==> config.mk <==
export PLATFORM = sky130hd
export DESIGN_NAME = instr_mem_loader
export DESIGN_NICKNAME = d
export VERILOG_FILES = /design/src/rtl/instr_mem_loader_pkg.sv /design/src/rtl/instr_mem_loader.sv
export SDC_FILE = /design/constraint.sdc
export NUM_CORES = 1
export LEC_CHECK = 0
export CORE_UTILIZATION = 57
export DETAILED_ROUTE_END_ITERATION = 12
export DONT_BUFFER_PORTS = 1
export HOLD_SLACK_MARGIN = 0.03
export MAX_ROUTING_LAYER = met4
export PLACE_DENSITY = 0.75
export SYNTH_ARGS = -nofsm -noshare
export SYNTH_HDL_FRONTEND = slang
export SYNTH_SLANG_ARGS = --single-unit
==> constraint.sdc <==
create_clock -name i_clk -period 2.8 [get_ports i_clk]
set_input_delay 0.14 -clock i_clk [delete_from_list [all_inputs] [get_ports i_clk]]
set_output_delay 0.14 -clock i_clk [all_outputs]
set_load 0.01 [all_outputs]
==> src/rtl/instr_mem_loader_pkg.sv <==
`timescale 1ns/1ps
// instr_mem_loader_pkg
// Shared types and constants for the instruction-memory loader.
//   loader_state_t   : loader FSM states
//   HDR_BYTES        : length of the word-count header in the byte stream
//   BYTES_PER_INSTR  : bytes per instruction word (also the wr_addr stride)
package instr_mem_loader_pkg;

  typedef enum logic [2:0] {
    IDLE   = 3'd0,
    HDR_HI = 3'd1,
    HDR_LO = 3'd2,
    WORD   = 3'd3,
    WRITE  = 3'd4,
    DONE   = 3'd5,
    ERROR  = 3'd6
  } loader_state_t;

  localparam int HDR_BYTES       = 2;
  localparam int BYTES_PER_INSTR = 4;

endpackage

==> src/rtl/instr_mem_loader.sv <==
`timescale 1ns/1ps
// instr_mem_loader
// Writer side of the instruction memory. Receives a big-endian byte stream
// (16-bit word count N, then N 32-bit words) and writes each word into the
// instr_mem write port while holding the core in reset. The core is released
// once the image is complete so it boots from pc = 0.
//
// Ports
//   i_clk, i_rst          clock, synchronous active-high reset
//   i_load_start          pulse: start a load from IDLE / DONE / ERROR
//   i_in_valid, i_in_data byte source
//   o_in_ready            byte accepted this cycle (state-only decode)
//   o_wr_en/addr/data     instr_mem write port, one strobe per word
//   o_cpu_rst             reset to the processor core
//   o_busy                load in progress
//   o_done, o_error       sticky status of the last load
//
// state  | meaning
// -------+-----------------------------------------------------
// IDLE   | after reset, nothing loaded, core free
// HDR_HI | waiting for word-count MSB
// HDR_LO | waiting for word-count LSB, N validated on arrival
// WORD   | collecting the 4 bytes of one instruction
// WRITE  | one-cycle write strobe to instr_mem
// DONE   | image complete, core released
// ERROR  | header exceeded capacity, core held in reset
module instr_mem_loader
  import instr_mem_loader_pkg::*;
#(
  parameter int ADDR_SIZE   = 1024,
  parameter int ADDR_WIDTH  = 32,
  parameter int INSTR_WIDTH = 32
) (
  input  logic                   i_clk,
  input  logic                   i_rst,
  input  logic                   i_load_start,
  input  logic                   i_in_valid,
  input  logic [7:0]             i_in_data,
  output logic                   o_in_ready,
  output logic                   o_wr_en,
  output logic [ADDR_WIDTH-1:0]  o_wr_addr,
  output logic [INSTR_WIDTH-1:0] o_wr_data,
  output logic                   o_cpu_rst,
  output logic                   o_busy,
  output logic                   o_done,
  output logic                   o_error
);

  localparam logic [15:0] MAX_WORDS = 16'(ADDR_SIZE / BYTES_PER_INSTR);

  loader_state_t          r_state;
  logic                   r_in_ready;
  logic                   r_wr_en;
  logic [ADDR_WIDTH-1:0]  r_wr_addr;
  logic [INSTR_WIDTH-1:0] r_shift;
  logic                   r_busy;
  logic                   r_done;
  logic                   r_error;
  logic                   r_cpu_hold;
  logic [1:0]             r_byte_cnt;
  logic [15:0]            r_word_cnt;
  logic [15:0]            r_num_words;
  logic [7:0]             r_hdr_hi;

  logic                   w_accept;
  logic [15:0]            w_hdr;
  logic [15:0]            w_word_cnt_nxt;

  assign w_accept       = i_in_valid & r_in_ready;
  assign w_hdr          = {r_hdr_hi, i_in_data};
  assign w_word_cnt_nxt = r_word_cnt + 16'd1;

  always_ff @(posedge i_clk) begin
    if (i_rst) begin
      r_state     <= IDLE;
      r_in_ready  <= 1'b0;
      r_wr_en     <= 1'b0;
      r_wr_addr   <= '0;
      r_shift     <= '0;
      r_busy      <= 1'b0;
      r_done      <= 1'b0;
      r_error     <= 1'b0;
      r_cpu_hold  <= 1'b0;
      r_byte_cnt  <= 2'd0;
      r_word_cnt  <= 16'd0;
      r_num_words <= 16'd0;
      r_hdr_hi    <= 8'd0;
    end else begin
      r_wr_en <= 1'b0;
      case (r_state)
        IDLE, DONE, ERROR: begin
          if (i_load_start) begin
            r_state    <= HDR_HI;
            r_in_ready <= 1'b1;
            r_busy     <= 1'b1;
            r_cpu_hold <= 1'b1;
            r_done     <= 1'b0;
            r_error    <= 1'b0;
            r_word_cnt <= 16'd0;
            r_wr_addr  <= '0;
            r_byte_cnt <= 2'd0;
          end
        end
        HDR_HI: begin
          if (w_accept) begin
            r_hdr_hi <= i_in_data;
            r_state  <= HDR_LO;
          end
        end
        HDR_LO: begin
          if (w_accept) begin
            r_num_words <= w_hdr;
            if (w_hdr == 16'd0) begin
              r_state    <= DONE;
              r_in_ready <= 1'b0;
              r_busy     <= 1'b0;
              r_done     <= 1'b1;
              r_cpu_hold <= 1'b0;
            end else if (w_hdr > MAX_WORDS) begin
              // Core stays in reset: the memory image is not trustworthy.
              r_state    <= ERROR;
              r_in_ready <= 1'b0;
              r_busy     <= 1'b0;
              r_error    <= 1'b1;
            end else begin
              r_state <= WORD;
            end
          end
        end
        WORD: begin
          if (w_accept) begin
            // Big-endian: earlier bytes migrate toward the MSB.
            r_shift <= {r_shift[INSTR_WIDTH-9:0], i_in_data};
            if (r_byte_cnt == 2'd3) begin
              r_state    <= WRITE;
              r_in_ready <= 1'b0;
              r_wr_en    <= 1'b1;
              r_byte_cnt <= 2'd0;
            end else begin
              r_byte_cnt <= r_byte_cnt + 2'd1;
            end
          end
        end
        WRITE: begin
          r_word_cnt <= w_word_cnt_nxt;
          if (w_word_cnt_nxt == r_num_words) begin
            // wr_addr is left on the last written word.
            r_state    <= DONE;
            r_busy     <= 1'b0;
            r_done     <= 1'b1;
            r_cpu_hold <= 1'b0;
          end else begin
            r_state    <= WORD;
            r_in_ready <= 1'b1;
            r_wr_addr  <= r_wr_addr + ADDR_WIDTH'(BYTES_PER_INSTR);
          end
        end
        default: begin
          r_state    <= IDLE;
          r_in_ready <= 1'b0;
          r_busy     <= 1'b0;
          r_cpu_hold <= 1'b0;
        end
      endcase
    end
  end

  assign o_in_ready = r_in_ready;
  assign o_wr_en    = r_wr_en;
  assign o_wr_addr  = r_wr_addr;
  assign o_wr_data  = r_shift;
  assign o_busy     = r_busy;
  assign o_done     = r_done;
  assign o_error    = r_error;
  // rst is ORed in directly so the core stays reset for as long as rst is high.
  assign o_cpu_rst  = i_rst | r_cpu_hold;

endmodule
* After elaboration in Yosys (flattened, before gate mapping)
Index checks and enable logic that the tools add are counted.
** Cells by class
- Add/sub/neg operators :: 3
- $lt $le $gt $ge :: 1
- Equality and inequality tests :: 19
- Muxes and demuxes :: 41
- Bitwise logic cells :: 6
- Reductions and logical operators :: 21
** Operators with widths (number)
- $mux W32 :: 2
- $pmux W32 S2 :: 1
- $add A32 B3 Y32 const B :: 1
- $pmux W16 S2 :: 1
- $reduce_and A5 Y1 :: 5
- $mux W3 :: 8
- $ne A2 B2 Y1 const B :: 10
- $mux W1 :: 18
- $add A16 B1 Y16 const B :: 1
- $eq A16 B16 Y1 :: 1
- $gt A16 B9 Y1 const B :: 1
- $logic_not A16 Y1 :: 1
- $mux W16 :: 1
- $pmux W3 S5 :: 1
- $eq A3 B3 Y1 const B :: 3
- $pmux W1 S4 :: 2
- $reduce_and A2 Y1 :: 4
- $reduce_and A7 Y1 :: 1
- $eq A3 B2 Y1 const B :: 2
- $mux W2 :: 3
- $reduce_and A3 Y1 :: 2
- $reduce_bool A2 Y1 :: 3
- $reduce_or A3 Y1 :: 2
- $pmux W1 S5 :: 1
- other kinds (13) :: 16
** Word-level totals
- Register bits :: 115
- Input bits :: 12
- Output and inout bits :: 70

* Longest topological paths before layout
Gate-level depths: netlist of run 1.
- Word-level depth :: 5
- Depth in mapped cells :: 12
- Mapped depth without buffers :: 9

* Least setup slack after synthesis of run 1
Ideal clock, no wire load.
- Path kind :: reg2reg
- From :: reg r_word_cnt[0]
- To :: reg r_busy (netlist: o_busy)
- Setup time :: 0.131 ns
- Arrival time :: 2.499 ns
- Data required time :: 2.669 ns
- Slack :: 0.170 ns
- Cell stages (with the launch flop) :: 12
- Buffers on the path :: 2
- Cells stage by stage :: dfxtp_1 ha_1 buf_2 nand3_1 nor3_2 xnor2_1 a2111oi_4 nand4_2 buf_6 o21a_1 a311oi_2 nor3_1
** Between the ends
- Longest elaborated chain between the ends :: 4
** Ends and longest elaborated chain
- start: declaration :: line instr_mem_loader.sv:61 : logic [15:0] r_word_cnt;
- start signal: assignment :: line instr_mem_loader.sv:145 : r_word_cnt <= w_word_cnt_nxt;
- $add A16 B1 Y16 :: line instr_mem_loader.sv:71 : assign w_word_cnt_nxt = r_word_cnt + 16'd1;
- $eq A16 B16 Y1 :: line instr_mem_loader.sv:146 : if (w_word_cnt_nxt == r_num_words) begin
- $ne A2 B2 Y1 (no source line)
- $reduce_and A5 Y1 (no source line)
- end signal: assignment :: line instr_mem_loader.sv:80 : r_busy <= 1'b0;
- end signal: assignment :: line instr_mem_loader.sv:149 : r_busy <= 1'b0;
- end signal: assignment :: line instr_mem_loader.sv:161 : r_busy <= 1'b0;
- end: declaration :: line instr_mem_loader.sv:56 : logic r_busy;
Every way passes these cells.
A chain may end at the register's enable or synchronous reset.

* Worst setup path after layout of run 1
Ends and elaborated chain as after synthesis.

==> flow_summary.toml, run 1 <==
[final_layout]
nets = 751
drive_gt1_share_pct = 12.82
area_growth_pct = 17.62
layout_common_cells = "nand2_1 (139), dfxtp_1 (112), a21oi_1 (77)"
final_common_cell = "nand2_1"
diodes = 0
fillerInstances = 760
instances_no_fill = 878

[pwr]
power.total_mw = 4.522
ir_drop_mv = 0.5976
leakage_nw = 2.239
cellPowerDensity_nw_per_um2 = 681.1

[logic_synthesis]
synth_compound_area_share_pct = 21.68
synth_top_family_by_area = "simple AND/OR/NAND/NOR gates"
synth.area.top_cells = "dfxtp_1 (40%), nand2_1 (9.2%), a21oi_1 (6.8%)"
yosysWarnings = 0
syn_inst = 725
synth_edf_count = 0
synthFlopType = "dfxtp_1"
synth_top_cell_by_area = "dfxtp_1"
synth_area_um2 = 5645
yosysSeqAreaShare_pct = 40.07
synth_area_per_cell_um2 = 7.787
async_flop_share_pct = 0
synthMuxAreaShare_pct = 1.773
synth.distinct_cells = 67
yosys.area_share.adder_pct = 1.020
synth_xor_area_share_pct = 3.413
synth-seq-cells = 113
yosys.area_share.simple_pct = 27.22
synth_top_area_share_pct = 40.07

[clocking]
htreeDepth = 4
cts_made_buffers = 17
cts_tree = "yes"
clkSinkCount = 113
cts_root_buf = "clkbuf_8"
cts_buffer_depth = 2
worst_skew_pair.late_latency_ns = 0.53
path_clk_slew_ns = 0.06

[timing]
final-max-slew-violation-count = 0
relSlewSlack_pct = 55.57
finalSetupTns_ns = 0
skew_ns = 0.01121
post-route-period-util_pct = 96.08
final.min_clock_period_ns = 2.690
setup_viol_count_final = 0
max_clock_freq_ghz = 0.3717
hold_viol_final = 0
setup_ws_ns = 0.1096
whs_ns = 0.04659
tightest_slew_ns = 0.6624

[setup_path]
reg2reg_slack_ns = 0.11
crit_path_start = "r_word_cnt[0]$_SDFFE_PP0P_"
timing.rr.end = "o_busy$_SDFFE_PP0P_"
worstPathCellList = "ha_2 -> buf_4 -> o21ba_2 -> a22oi_1 -> o2111ai_2 -> a2111oi_4 -> nand4_4 -> buf_4 -> o21a_1 -> a311oi_2 -> nor3_1"
path_common_cell = "buf_4"
crit_type = "reg2reg"
worstRegToRegCells = 11
cp-end-kind = "flop"
cp.depth = 11
path_buf_inv = 2
crit_path_start_kind = "flop"
timing.rr.start = "r_word_cnt[0]$_SDFFE_PP0P_"
required_ns = 3.20
crit_path_max_incr_delay_ns = 0.45
crit_path_top_delay_cell = "a2111oi_4"
crit_path_max_fanout = 6
arrival_ns = 3.09
cpLargestDelayFamily = "compound AO/OA/AOI/OAI gates"
critPathCapture = "o_busy$_SDFFE_PP0P_"

[global_routing]
grt_max_degree = 91
antenna_found_initial = 0
gr-total-overflow = 0
grt_first_pass_wirelength_um = 24470
track_usage_pct = 31.66
grt_pass1_vias = 4955

[floorplanning]
initial_utilization_pct = 59.96
die_h_um = 101.5
core-area_um2 = 9415
rows = 35
io_pins = 82
fp.dieW_um = 101.5
fp.dieArea_um2 = 10310

[status]
status = "finished clean"

[placed_design]
port_buffers = 0
gp_congestion = 0.8801
pre_cts_slack_ns = 0.06509
dp_hpwl_um = 9873
dp_cells = 832

[drt]
drtPass1Iterations = 5
wire_per_inst_um = 17.66
totalWireLength_um = 15500
drcViolationCount = 0
detailroute.via_count = 5540
drtIter0Drc = 377
antenna_left = 0
routed_via_density = 6.310

[flow_run]
drv_cap = 0

[min_path]
hp-class = "in2reg"
==> cells by family (layout without fill, tap and decap cells) <==
kind of cell             Yosys count  after routing
other                              1              2
XOR/XNOR                          22             22
multiplexers                      10             10
buffers and inverters             60             83
AO/OA/AOI/OAI                    197            197
flip-flops                       113            113
adder cells (fa/ha/maj)            5              5
AND/OR/NAND/NOR                  317            317
==> metrics by stage <==
| stage | area [um2] | utilization [%] |
|---|---|---|
| detailed placement | 5822 | 61.83 |
| finish | 6640 | 70.52 |
| global route | 6640 | 70.52 |
| floorplan | 5649 | - |
| global placement | 5822 | 61.83 |
| CTS | 6497 | 69.01 |
==> per-layer routing <==
layer	vias up	track usage, %	part of all wire (%)
met5	-	-	0
met4	0	13.94	2.3
met3	42	7.108	7.3
met2	254	47.45	48
met1	2627	40.71	43
li1	2617	-	-
==> flip-flops by register name (all words and copies together), names as in the netlist <==
register and count:
r_num_words 16, r_byte_cnt 2, o_wr_data 32, r_word_cnt 16, o_done 1, o_in_ready 1, r_state 3, o_error 1
r_hdr_hi 8, o_wr_addr 30, o_wr_en 1, o_busy 1, r_cpu_hold 1
==> report_power, final <==
part | total (mW) | switching [mW] | internal, mW
Sequential | 1.74 | 0.0870 | 1.65
Clock | 2.01 | 0.824 | 1.19
Combinational | 0.772 | 0.511 | 0.260
Total | 4.52 | 1.42 | 3.10
==> cells in the mapped netlist (all sizes together) (2+ instances only) <==
cell     count
o211ai       4
a2111oi      4
o21ai       49
nand3b       6
nand4       18
a311oi       6
nand2b       3
or4          3
maj3         2
nor3        12
o2111ai      2
xor2         6
mux2i       10
a31oi       13
a41oi        8
dfxtp      113
or3          8
nor2        62
nor3b        2
a22oi        6
nor4         8
or2          2
and3        11
nor2b        2
nand3       26
nand4b       3
nand2      139
buf         14
xnor2       16
o31ai        9
ha           3
inv          7
a21oi       78
o221ai       4
and2         7
and4         3
clkbuf      38
a211oi       5
==> worst min-delay path: cells and delay by family <==
| kind | cells | cell delay [ns] |
|---|---|---|
| AOI/OAI and AO/OA | 3 | 0.30 |
| and+or+nand+nor | 1 | 0.08 |
==> layout make-up <==
type / instances / area, um2 / area share [%]
Timing Repair Buffer: 43 / 410.4 / 6.181
Sequential cell: 113 / 2263 / 34.09
Clock inverter: 14 / 130.1 / 1.960
Multi-Input combinational cell: 553 / 3227 / 48.60
Inverter: 8 / 30.03 / 0.4522
Clock buffer: 18 / 417.9 / 6.294
Tap cell: 129 / 161.4 / 2.431
==> worst min path at each step <==
stage / startpoint / to / slack [ns] / cells after the start
after floorplan: i_in_data[0] / r_num_words[0]$_SDFFE_PP0P_ / 0.28 / 2
after global placement: i_rst / o_wr_addr[14]$_SDFFE_PP0P_ / 0.22 / 1
after detailed placement: i_rst / o_wr_addr[14]$_SDFFE_PP0P_ / 0.22 / 1
after CTS: i_rst / o_wr_addr[8]$_SDFFE_PP0P_ / 0.03 / 4
after global routing: i_rst / r_state[2]$_SDFFE_PP0P_ / 0.07 / 4
final: i_load_start / r_state[2]$_SDFFE_PP0P_ / 0.05 / 4
==> timing repair <==
action | in CTS | in global routing
gates resized for setup | 0 | 20
hold buffers | 11 | 0
endpoints found under the setup margin | 0 | 25
hold endpoints to repair | 90 | 0
buffers inserted | 0 | 2
Power figures use the tool's default switching activity.
==> run 2: changes to the inputs <==
Settings changed: ABC_AREA set to 1, CORE_UTILIZATION 57 to 58, PLACE_DENSITY 0.75 to 0.76.
==> run 2 against run 1 <==
Global-route usage grew 0.55 points. Synthesized cell count grew 30%. Sequential cell count is the same. Clock power grew 7%. Cell count grew 24%. First-iteration DRC count grew 34%. Non-clock buffer count shrank 23. Clock skew is essentially flat. Area after synthesis grew 6.8%.
==> flow_summary.toml, run 2 <==
[drt]
wire_per_inst_um = 15.27
detailroute.via_count = 6174
drtPass1Iterations = 5
drcViolationCount = 0
drtIter0Drc = 506
antenna_left = 0
routed_via_density = 5.664
totalWireLength_um = 16640

[global_routing]
grt_max_degree = 61
met3_usage_pct = 8.396
globalRouteMet2Util_pct = 50.29
busiest_layer = "met2"
grt_first_pass_wirelength_um = 27360
antenna_found_initial = 0
grt_pass1_vias = 5738
use_met1_pct = 40.21
track_usage_pct = 32.21
gr-total-overflow = 0

[clocking]
htreeDepth = 4
cts_root_buf = "clkbuf_8"
cts_made_buffers = 17
post_cts_buffers = 0
cts_buffer_depth = 2
path_clk_slew_ns = 0.06
cts_tree = "yes"
worst_skew_pair.late_latency_ns = 0.53
clkSinkCount = 113

[timing]
final-max-slew-violation-count = 0
max_clock_freq_ghz = 0.3944
finalSetupTns_ns = 0
skew_ns = 0.01126
post-route-period-util_pct = 90.55
rsz0062_at_grt = "false"
hold_viol_final = 0
relSlewSlack_pct = 34.61
whs_ns = 0.07725
tightest_slew_ns = 0.9798
setup_ws_ns = 0.2647
final.min_clock_period_ns = 2.535
setup_viol_count_final = 0

[min_path]
hp-class = "in2reg"

[logic_synthesis]
synth_top_area_share_pct = 37.53
yosysSeqAreaShare_pct = 37.53
synth_area_per_cell_um2 = 6.399
synth_compound_area_share_pct = 13.37
yosys.area_share.simple_pct = 37.65
syn_inst = 942
synth_area_um2 = 6028
synth.most_common_cell = "nand2_1"
synth_edf_count = 0
synth_xor_area_share_pct = 1.453
synth-seq-cells = 113
synth.distinct_cells = 37
synthMuxAreaShare_pct = 0
async_flop_share_pct = 0
synth_top_family_by_area = "simple AND/OR/NAND/NOR gates"
yosys-top-cells-count = "nand2_1 (199), nor2_1 (161), dfxtp_1 (113)"
synthFlopType = "dfxtp_1"
yosys.area_share.adder_pct = 0.6227
synth_top_cell_by_area = "dfxtp_1"
yosysWarnings = 0
synth.area.top_cells = "dfxtp_1 (38%), nand2_1 (12%), nor2_1 (10%)"

[final_layout]
diodes = 0
drive_gt1_share_pct = 6.688
instances_no_fill = 1090
layout_common_cells = "nand2_1 (199), nor2_1 (161), dfxtp_1 (113)"
nets = 959
final_common_cell = "nand2_1"
largest_reg_flops = 32
area_growth_pct = 12.74
fin_util_pct = 68.59

[setup_path]
crit_path_top_delay_cell = "dfxtp_1"
arrival_ns = 2.94
worstPathCellList = "nor2_1 -> nor3_2 -> a21oi_2 -> nor2_2 -> nor2_2 -> inv_2 -> nor2_1 -> nor2_4 -> inv_6 -> nand2_4 -> nand2_1 -> nand2_1 -> nor2_1"
path_common_cell = "nor2_1"
crit_path_start_kind = "flop"
cpLargestDelayFamily = "simple AND/OR/NAND/NOR gates"
crit_path_max_fanout = 37
required_ns = 3.21
cp-end-kind = "flop"
crit_type = "reg2reg"
path_buf_inv = 2
crit_path_max_incr_delay_ns = 0.44

[floorplanning]
rows = 36
core-area_um2 = 9910
initial_utilization_pct = 60.83
io_pins = 82
fp.dieArea_um2 = 10810
fp.dieW_um = 104.0
die_h_um = 104.0

[pwr]
leakage_nw = 2.798
cellPowerDensity_nw_per_um2 = 820.5
ir_drop_mv = 0.4657

[placed_design]
dp_cells = 1045
pre_cts_slack_ns = 0.1603
gp_congestion = 0.9690
dp_hpwl_um = 11350
port_buffers = 0

[status]
status = "finished clean"

[flow_run]
drv_cap = 0
run 2: cell count changes in the layout (fill, tap and decap cells not counted), moves of 9 or more:
| cell | previous run | this run |
|---|---|---|
| a31oi_1 | 13 | 2 |
| o31ai_1 | 9 | 0 |
| inv_1 | 7 | 96 |
| mux2i_1 | 9 | 0 |
| nand3_1 | 23 | 94 |
| o21ai_0 | 45 | 66 |
| nor2_1 | 59 | 161 |
| nand4_1 | 16 | 25 |
| xnor2_1 | 16 | 5 |
| nand2_1 | 139 | 199 |
| and3_1 | 11 | 0 |
| buf_4 | 29 | 7 |
run 2: logic make-up after synthesis:
family                   after synthesis
AND/OR/NAND/NOR                      523
AO/OA/AOI/OAI                        155
buffers and inverters                137
flip-flops                           113
XOR/XNOR                              10
adder cells (fa/ha/maj)                3
other                                  1
run 2: cell type report:
| cell class | count | area [um2] |
|---|---|---|
| inverters | 99 | 376.6 |
| clock inverters | 15 | 171.4 |
| repair buffers | 20 | 192.7 |
| fillers | 884 | 3113 |
| clock buffers | 17 | 414.1 |
| well taps | 133 | 166.4 |
| multi-input cells | 693 | 3213 |
| flip-flops and latches | 113 | 2262 |
run 2: worst register-to-register path: stages, from the launching register on:
cell and delay [ns]:
dfxtp_1 0.44, nor2_1 0.13, nor3_2 0.25, a21oi_2 0.11, nor2_2 0.16, nor2_2 0.07
inv_2 0.08, nor2_1 0.07, nor2_4 0.41, inv_6 0.21, nand2_4 0.28, nand2_1 0.08
nand2_1 0.07, nor2_1 0.06
run 2: routing by layer:
layer  vias to the layer above  wire length (um)
met4                         0               295
met5                         -                 0
met1                      2772              7065
li1                       3082                 -
met2                       293              7773
met3                        27              1505
run 2: what timing repair did:
item	CTS	global route
gates resized for setup	0	2
setup endpoints to repair	0	19
hold buffers	13	0
endpoints found under the hold margin	60	0
run 2: path summary, 6_finish.rpt:
| kind | cells after the start | to | start | slack [ns] |
|---|---|---|---|---|
| min | 3 | o_wr_addr[15]$_SDFFE_PP0P_ | i_rst | 0.08 |
| max | 13 | o_wr_addr[26]$_SDFFE_PP0P_ | r_state[0]$_SDFFE_PP0P_ | 0.26 |
| min reg2reg | 2 | r_byte_cnt[1]$_SDFFE_PP0P_ | r_byte_cnt[1]$_SDFFE_PP0P_ | 0.47 |
| max reg2reg | 13 | o_wr_addr[26]$_SDFFE_PP0P_ | r_state[0]$_SDFFE_PP0P_ | 0.26 |
run 2: power by group:
group | internal (mW) | total (mW) | switching (mW)
Sequential | 1.76 | 1.96 | 0.202
Combinational | 0.461 | 1.47 | 1.01
Clock | 1.29 | 2.15 | 0.856
run 2: per-stage QoR:
step	cell area, um2	total power, mW
after floorplan	6032	3.157
after global placement	6063	3.340
after detailed placement	6063	3.393
after CTS	6789	5.569
after global routing	6797	5.873
final	6797	5.577
